`config.mk`:
```
export PLATFORM = sky130hd
export DESIGN_NAME = pipe_reg_elastic_flat
export DESIGN_NICKNAME = d
export VERILOG_FILES = /design/src/rtl/pipe_reg_elastic_if.sv /design/src/rtl/pipe_reg_elastic.sv /design/src/flat_wrapper.sv
export SDC_FILE = /design/constraint.sdc
export NUM_CORES = 1
export LEC_CHECK = 0
export ABC_AREA = 1
export CAP_MARGIN = 5
export CORE_MARGIN = 1.5
export CORE_UTILIZATION = 54
export DETAILED_ROUTE_END_ITERATION = 10
export GPL_ROUTABILITY_DRIVEN = 0
export GPL_TIMING_DRIVEN = 0
export HOLD_SLACK_MARGIN = 0.1
export MAX_ROUTING_LAYER = met4
export PLACE_DENSITY = 0.86
export SLEW_MARGIN = 20
export SYNTH_ARGS = -nofsm -noshare
export SYNTH_HDL_FRONTEND = slang
export SYNTH_SLANG_ARGS = --single-unit
```
`constraint.sdc`:
```
create_clock -name clk -period 4.5 [get_ports clk]
set_input_delay 0.675 -clock clk [delete_from_list [all_inputs] [get_ports clk]]
set_output_delay 0.675 -clock clk [all_outputs]
set_load 0.02 [all_outputs]
```
`src/rtl/pipe_reg_elastic_if.sv`:
```
// Valid/ready stream bundle carried between DSP datapath sections.
// The producer side uses the master modport and the consumer side uses the slave modport.
interface pipe_reg_elastic_if #(
    parameter int WIDTH = 48
);
    logic [WIDTH-1:0] data;
    logic             valid;
    logic             ready;

    modport master (output data, output valid, input ready);
    modport slave  (input data, input valid, output ready);
endinterface

```
`src/rtl/pipe_reg_elastic.sv`:
```
// Elastic DEPTH-stage pipeline register for DSP operands and results.
// Each stage carries its own valid flag. Stalled beats pack towards the output, so bubbles
// collapse. A running occupancy count is kept. DEPTH=0 degenerates to a wire-through bypass.
module pipe_reg_elastic #(
    parameter int WIDTH = 48,
    parameter int DEPTH = 2,
    parameter int CNT_W = 4
) (
    input  logic               clk,
    input  logic               rst_n,
    input  logic               ce_i,
    input  logic               clr_i,
    pipe_reg_elastic_if.slave  in_i,
    pipe_reg_elastic_if.master out_o,
    output logic [CNT_W-1:0]   occupancy_o
);

    generate
        if (DEPTH == 0) begin : g_bypass
            logic unusedControls;

            assign out_o.data     = in_i.data;
            assign out_o.valid    = in_i.valid;
            assign in_i.ready     = out_o.ready;
            assign occupancy_o    = '0;
            assign unusedControls = clk ^ rst_n ^ ce_i ^ clr_i;
        end else begin : g_pipe
            logic [DEPTH-1:0] stageValid_q;
            logic [DEPTH-1:0] stageValid_d;
            logic [WIDTH-1:0] stageData_q [DEPTH];
            logic [WIDTH-1:0] stageData_d [DEPTH];
            logic [DEPTH-1:0] stageReady;
            logic [CNT_W-1:0] occupancy_q;
            logic [CNT_W-1:0] occupancy_d;
            logic             advance;
            logic             inFire;
            logic             outFire;

            assign advance     = ce_i & ~clr_i;
            assign in_i.ready  = stageReady[0] & advance & rst_n;
            assign inFire      = in_i.valid & in_i.ready;
            assign outFire     = stageValid_q[DEPTH-1] & out_o.ready & advance;
            assign out_o.valid = stageValid_q[DEPTH-1];
            assign out_o.data  = stageData_q[DEPTH-1];
            assign occupancy_o = occupancy_q;

            // A stage may load unless it and every later stage are full while the output is stalled
            always_comb begin
                stageReady = '0;
                for (int k = 0; k < DEPTH; k++) begin
                    stageReady[k] = out_o.ready
                                  | ~(&(stageValid_q | ((DEPTH'(1) << k) - DEPTH'(1))));
                end
            end

            // Next state: clear flushes everything, otherwise ready stages shift forward when enabled
            always_comb begin
                stageValid_d = stageValid_q;
                stageData_d  = stageData_q;
                occupancy_d  = occupancy_q;
                if (clr_i) begin
                    stageValid_d = '0;
                    for (int k = 0; k < DEPTH; k++) begin
                        stageData_d[k] = '0;
                    end
                    occupancy_d = '0;
                end else if (ce_i) begin
                    if (stageReady[0]) begin
                        stageValid_d[0] = in_i.valid;
                        stageData_d[0]  = in_i.data;
                    end
                    for (int k = 1; k < DEPTH; k++) begin
                        if (stageReady[k]) begin
                            stageValid_d[k] = stageValid_q[k-1];
                            stageData_d[k]  = stageData_q[k-1];
                        end
                    end
                    occupancy_d = occupancy_q + CNT_W'(inFire) - CNT_W'(outFire);
                end
            end

            // Stage and counter registers with asynchronous reset to an empty, zeroed pipe
            always_ff @(posedge clk or negedge rst_n) begin
                if (!rst_n) begin
                    stageValid_q <= '0;
                    for (int k = 0; k < DEPTH; k++) begin
                        stageData_q[k] <= '0;
                    end
                    occupancy_q <= '0;
                end else begin
                    stageValid_q <= stageValid_d;
                    for (int k = 0; k < DEPTH; k++) begin
                        stageData_q[k] <= stageData_d[k];
                    end
                    occupancy_q <= occupancy_d;
                end
            end
        end
    endgenerate

endmodule

```
`src/flat_wrapper.sv`:
```
// flat-port wrapper written by rule: the top's interface ports become plain ports
module pipe_reg_elastic_flat 
#(
    parameter int WIDTH = 48,
    parameter int DEPTH = 2,
    parameter int CNT_W = 4
)
  (clk, rst_n, ce_i, clr_i, occupancy_o, in_i_data, in_i_valid, in_i_ready, out_o_data, out_o_valid, out_o_ready);
  pipe_reg_elastic_if #(.WIDTH(WIDTH)) in_i_i ();
  pipe_reg_elastic_if #(.WIDTH(WIDTH)) out_o_i ();
  input  logic clk;
  input  logic rst_n;
  input  logic ce_i;
  input  logic clr_i;
  output logic [CNT_W-1:0] occupancy_o;
  input wire logic [$bits(in_i_i.data)-1:0] in_i_data;
  input wire logic [$bits(in_i_i.valid)-1:0] in_i_valid;
  output wire logic [$bits(in_i_i.ready)-1:0] in_i_ready;
  output wire logic [$bits(out_o_i.data)-1:0] out_o_data;
  output wire logic [$bits(out_o_i.valid)-1:0] out_o_valid;
  input wire logic [$bits(out_o_i.ready)-1:0] out_o_ready;
  assign in_i_i.data = in_i_data;
  assign in_i_i.valid = in_i_valid;
  assign in_i_ready = in_i_i.ready;
  assign out_o_data = out_o_i.data;
  assign out_o_valid = out_o_i.valid;
  assign out_o_i.ready = out_o_ready;
  pipe_reg_elastic #(.WIDTH(WIDTH), .DEPTH(DEPTH), .CNT_W(CNT_W)) u_core (.clk(clk), .rst_n(rst_n), .ce_i(ce_i), .clr_i(clr_i), .in_i(in_i_i), .out_o(out_o_i), .occupancy_o(occupancy_o));
endmodule
```
==> results.json, run 1 <==
{
  "layout_commonest_cell": "clkdlybuf4s50_1",
  "cts_sinks": 102,
  "drive_above_1_share_pct": 15.9,
  "tightestPinTransition_ns": 0.487,
  "initial_core_util_pct": 55.7,
  "clkPwrFrac_pct": 29.0,
  "timing.hold.ws_ns": 0.254,
  "grt_max_degree": 53,
  "timing.fmax_mhz": 321,
  "syn_area_per_cell_um2": 9.15,
  "synth_fp_nets": 559,
  "worstPathRequired_ns": 3.83,
  "wl_per_cell_um": 14.5,
  "max-clock-path-buffers": 2,
  "cts_setup_buffers": 0,
  "ys_ff_latch": 102,
  "first_global_vias": 3756,
  "outcome": "finished clean",
  "power.switching_w": 0.000445,
  "post-route-drc-count": 0,
  "min_period_ns": 3.12,
  "critical_path_class": "in2out",
  "rsz0062_at_grt": "false",
  "worstReg2RegStart": "u_core.g_pipe.stageValid_q[1]$_DFFE_PN0P_",
  "dieArea_um2": 9030,
  "hold_buffers": 0,
  "synthCells": 500,
  "sw_frac_of_total_pct": 25.7,
  "drv_slew": 0,
  "root_buffer": "clkbuf_8",
  "antenna_left": 0,
  "ff2ff_setup_slack_ns": 2.45,
  "path_clk_slew_ns": 0.09,
  "fin_crit_sh_pct": 69.3,
  "die_height_um": 95.0,
  "ys_seq_area_share_pct": 55.8,
  "cts_inserted_buffers": 9,
  "grt_use_total_pct": 25.6,
  "hold_class": "in2async",
  "cts_tree": "built",
  "vias": 3811,
  "totalNegativeSetupSlack_ns": 0,
  "combPwrFrac_pct": 14.7,
  "rr_worst_depth": 8,
  "maxCapViolations": 0,
  "via_per_inst": 5.25,
  "final_cell_mix": "clkdlybuf4s50_1 (105), dfrtp_1 (102), nand3_1 (99)",
  "synth.distinct_cells": 21,
  "final-setup-viol-count": 0,
  "cp_max_fo": 10,
  "area_growth_pct": 30.3,
  "pwr-share-seq_pct": 56.3,
  "first_iter_violations": 218,
  "htree_levels": 3,
  "wl_um": 10500,
  "power.density_nw_per_um2": 291,
  "post_cts_resize_count": 0,
  "clock_latency_ns": 0.35,
  "cp_data_arrival_time_ns": 2.44,
  "antenna_found_initial": 0,
  "numPortBuffers": 106,
  "ir_drop_v": 0.000180,
  "dr.pass1.iters": 5,
  "fp.dieW_um": 95.0,
  "hold_violations": 0,
  "p_leak_nw": 2.80,
  "num-nets-final": 677,
  "io_pins": 108,
  "rows": 33,
  "rr_endpoint": "u_core.occupancy_o[1]$_DFFE_PN0P_",
  "cp-end-kind": "primary output",
  "grt_pass1_wl_um": 17300,
  "core_area_um2": 8220,
  "synth_area_um2": 4570,
  "fin_skew_ns": 0.00626,
  "ys_warn_count": 0,
  "grt_overflow_total": 0,
  "antennaDiodeCount": 0,
  "place_hpwl_um": 7820,
  "cp-start-kind": "input port",
  "slew_headroom_pct": 67.5,
  "internal-power_w": 0.00129
}
## metal layers
layer	global-route usage, %	wire (um)	part of all wire, %
met5	-	0	0
met4	6.22	108	1.0
met3	5.26	656	6.2
met2	43.0	5380	51
met1	31.7	4380	42
## flip-flops by register name, indices dropped and copies added, names as in the netlist
signal and count:
u_core.g_pipe.stageData_q 48, u_core.occupancy_o 4, u_core.out_o.data 48, u_core.g_pipe.stageValid_q 2
## critical path: stages
cell and delay, ns:
clkdlybuf4s50_1 0.45, inv_1 0.07, nand3_2 0.14, buf_2 0.25, nand2_1 0.12, nor2_1 0.12
clkdlybuf4s50_1 0.61
## how the worst max path moves through the flow
stage               cells after the start        start                                end
floorplan                              10        clr_i  u_core.occupancy_o[1]$_DFFE_PN0P_
detailed placement                      7  out_o_ready                         in_i_ready
global placement                        4        rst_n                         in_i_ready
finish                                  7  out_o_ready                         in_i_ready
CTS                                     7  out_o_ready                         in_i_ready
global route                            7  out_o_ready                         in_i_ready
## power by group through the flow
stage	registers [W]	logic [W]	clock network, W
after floorplan	0.000989	0.000128	0
after global placement	0.000992	0.000246	0
after detailed placement	0.000993	0.000255	0
after CTS	0.000976	0.000256	0.000509
after global routing	0.000980	0.000279	0.000553
final	0.000976	0.000254	0.000502
## final cells by class
class                           count  area [um^2]
Timing Repair Buffer              107         1090
Inverter                           40          150
Buffer                             79          514
Tap cell                          105          131
Sequential cell                   102         2550
Clock inverter                      3         22.5
Fill cell                         619         2260
Multi-Input combinational cell    279         1360
Clock buffer                       11          141
## synth_stat cells
cell type  instances  area share [%]
inv_2              3            0.25
a21oi_1           24             2.6
clkbuf_1           5            0.41
nor2_4             1            0.25
or2_2              1            0.14
nor2_1             2            0.16
o21ai_0           11             1.2
nand3_2            1            0.22
buf_2             24             2.6
ha_1               4             1.1
o21ai_1           39             4.3
nand2_1           86             7.1
nand2_2            4            0.55
buf_4             50             8.2
dfrtp_1          102              56
nor3_1             2            0.22
xnor2_1            1            0.19
o22ai_1            3            0.41
nand3_1           99              11
inv_1             37             3.0
fa_1               1            0.44
## cells by family after synthesis
kind of cell,share of synthesized area [%]
fa+ha+maj,1.53
xor+xnor,0.192
compound gates,8.51
simple gates,19.4
buf+inv,14.5
flops,55.8
## metrics by stage
stage               util [%]  cell area, um^2  setup WS (ns)  total power (W)  cells
CTS                     72.5             5960           1.38          0.00174    726
floorplan                  -             4570           2.21          0.00112    500
global route            72.5             5960           1.25          0.00181    726
detailed placement      70.5             5790           1.39          0.00125    712
finish                  72.5             5960           1.38          0.00173    726
global placement        70.2             5770          -1.62          0.00124    711
No activity file was read; power rests on OpenSTA's default activity.
==> run 2, diff against run 1 <==
- CORE_UTILIZATION: 54 -> 45
- PLACE_DENSITY: 0.86 -> 0.76
- clock period: 4.5 -> 2.6 ns (I/O delays scaled with it)
==> run 2 against run 1 <==
Register-to-register slack worse by 1.8 ns. Die area up 19%. Global-route usage down 4.6 points.
==> results.json, run 2 (synthesis gave the netlist of run 1 again) <==
{
  "htree_levels": 3,
  "final_cells": 757,
  "cp_data_arrival_time_ns": 2.14,
  "critical_path_class": "in2out",
  "timing.hold.ws_ns": 0.305,
  "fin_skew_ns": 0.0175,
  "antennaDiodeCount": 0,
  "maxCapViolations": 0,
  "dieArea_um2": 10800,
  "cts_inserted_buffers": 9,
  "initial_core_util_pct": 46.6,
  "clock_latency_ns": 0.37,
  "rows": 36,
  "grt_pass1_wl_um": 17700,
  "hold_start": "clr_i",
  "grt_use_total_pct": 21.0,
  "p_leak_nw": 2.83,
  "hold_path_depth": 2,
  "first_global_vias": 3744,
  "ir_drop_v": 0.000257,
  "antenna_found_initial": 0,
  "hold_violations": 0,
  "antenna_left": 0,
  "cp-end-kind": "primary output",
  "ff2ff_setup_slack_ns": 0.62,
  "seq_area_um2": 2550,
  "drv_slew": 0,
  "final_cell_mix": "clkdlybuf4s50_1 (105), dfrtp_1 (102), nand3_1 (99)",
  "worstPathRequired_ns": 2.21,
  "path_clk_slew_ns": 0.10,
  "dr.pass1.iters": 4,
  "num-nets-final": 678,
  "io_pins": 108,
  "fin_crit_sh_pct": 97.4,
  "rr_worst_depth": 8,
  "finalPower_w": 0.00307,
  "fp.dieW_um": 104,
  "outcome": "finished clean",
  "die_height_um": 104,
  "hold_class": "in2reg",
  "core_area_um2": 9820,
  "drive_above_1_share_pct": 16.2,
  "numPortBuffers": 106,
  "root_buffer": "clkbuf_8",
  "path_cells": "clkdlybuf4s50_1, inv_1, nand3_2, buf_2, nand2_1, nor2_1, clkdlybuf4s50_1",
  "wl_per_cell_um": 13.8,
  "min_period_ns": 2.53,
  "cp_slowest_cell": "clkdlybuf4s50_1",
  "n_fill_cell": 876,
  "first_iter_violations": 110,
  "hold_end": "u_core.out_o.data[3]$_DFFE_PN0P_",
  "tightestPinTransition_ns": 0.478,
  "critical_path.startpoint": "out_o_ready",
  "cts_sinks": 102,
  "place_hpwl_um": 7630,
  "post-route-drc-count": 0,
  "max-clock-path-buffers": 2,
  "cp_max_fo": 10,
  "layout_commonest_cell": "clkdlybuf4s50_1",
  "multi_input_area_um2": 1360,
  "cp-start-kind": "input port",
  "worstReg2RegStart": "u_core.g_pipe.stageValid_q[1]$_DFFE_PN0P_",
  "wl_um": 10500,
  "rr_endpoint": "u_core.occupancy_o[1]$_DFFE_PN0P_",
  "crit_top_cell": "clkdlybuf4s50_1",
  "timing.fmax_mhz": 395,
  "slew_headroom_pct": 68.1,
  "grt_max_degree": 61,
  "via_per_inst": 4.94,
  "vias": 3738,
  "rsz0062_at_grt": "false",
  "grt_overflow_total": 0,
  "final-setup-viol-count": 0,
  "cts_tree": "built",
  "max_stage_delay_ns": 0.62,
  "power.density_nw_per_um2": 508,
  "area_growth_pct": 31.8,
  "dp.cells": 740
}
-- run 2: cell type report --
cell class                 instances  share of cell area [%]
timing repair buffer             108                    18.4
sequential                       102                    42.3
clock inverter                     5                   0.664
multi-input combinational        279                    22.5
inverter                          40                    2.49
tap                              133                    2.76
buffer                            79                    8.53
clock buffer                      11                    2.34
-- run 2: power by group --
part	internal [W]	switching (W)	leakage [nW]
clock	0.000386	0.000550	0.0947
sequential	0.00165	0.0000338	1.38
combinational	0.000211	0.000230	1.35
-- run 2: worst max-delay path: cells and delay by family --
family / cells / cell delay [ns]
buf+inv: 4 / 1.39
simple gates: 3 / 0.35
-- run 2: repair_timing --
item / in CTS / in global routing
hold buffers: 1 / 0
endpoints found under the hold margin: 42 / 0
gates resized for setup: 0 / 3
setup endpoints to repair: 0 / 1
buffers inserted: 0 / 0
-- run 2: worst max path at each step --
stage / to / slack (ns)
final: in_i_ready / 0.07
after global routing: in_i_ready / 0.008
after CTS: in_i_ready / 0.01
after detailed placement: u_core.occupancy_o[1]$_DFFE_PN0P_ / -0.12
after global placement: in_i_ready / -3.01
after floorplan: u_core.occupancy_o[1]$_DFFE_PN0P_ / 0.60
-- run 2: per-stage QoR --
| step | instance area, um^2 | worst slack, ns | setup TNS, ns | util, % |
|---|---|---|---|---|
| finish | 6030 | 0.0682 | 0 | 61.4 |
| global route | 6030 | 0.00836 | 0 | 61.4 |
| floorplan | 4570 | 0.600 | 0 | - |
| global placement | 5800 | -3.01 | -267.33 | 59.1 |
| detailed placement | 5830 | -0.118 | -0.198 | 59.4 |
| CTS | 6020 | 0.0148 | 0 | 61.3 |
-- run 2: per-layer routing --
| layer | global-route usage, % | vias to the layer above | part of all wire (%) |
|---|---|---|---|
| li1 | - | 1827 | - |
| met1 | 27.0 | 1779 | 45 |
| met2 | 34.0 | 116 | 48 |
| met3 | 3.27 | 16 | 5.4 |
| met4 | 6.94 | 0 | 1.4 |
| met5 | - | - | 0 |
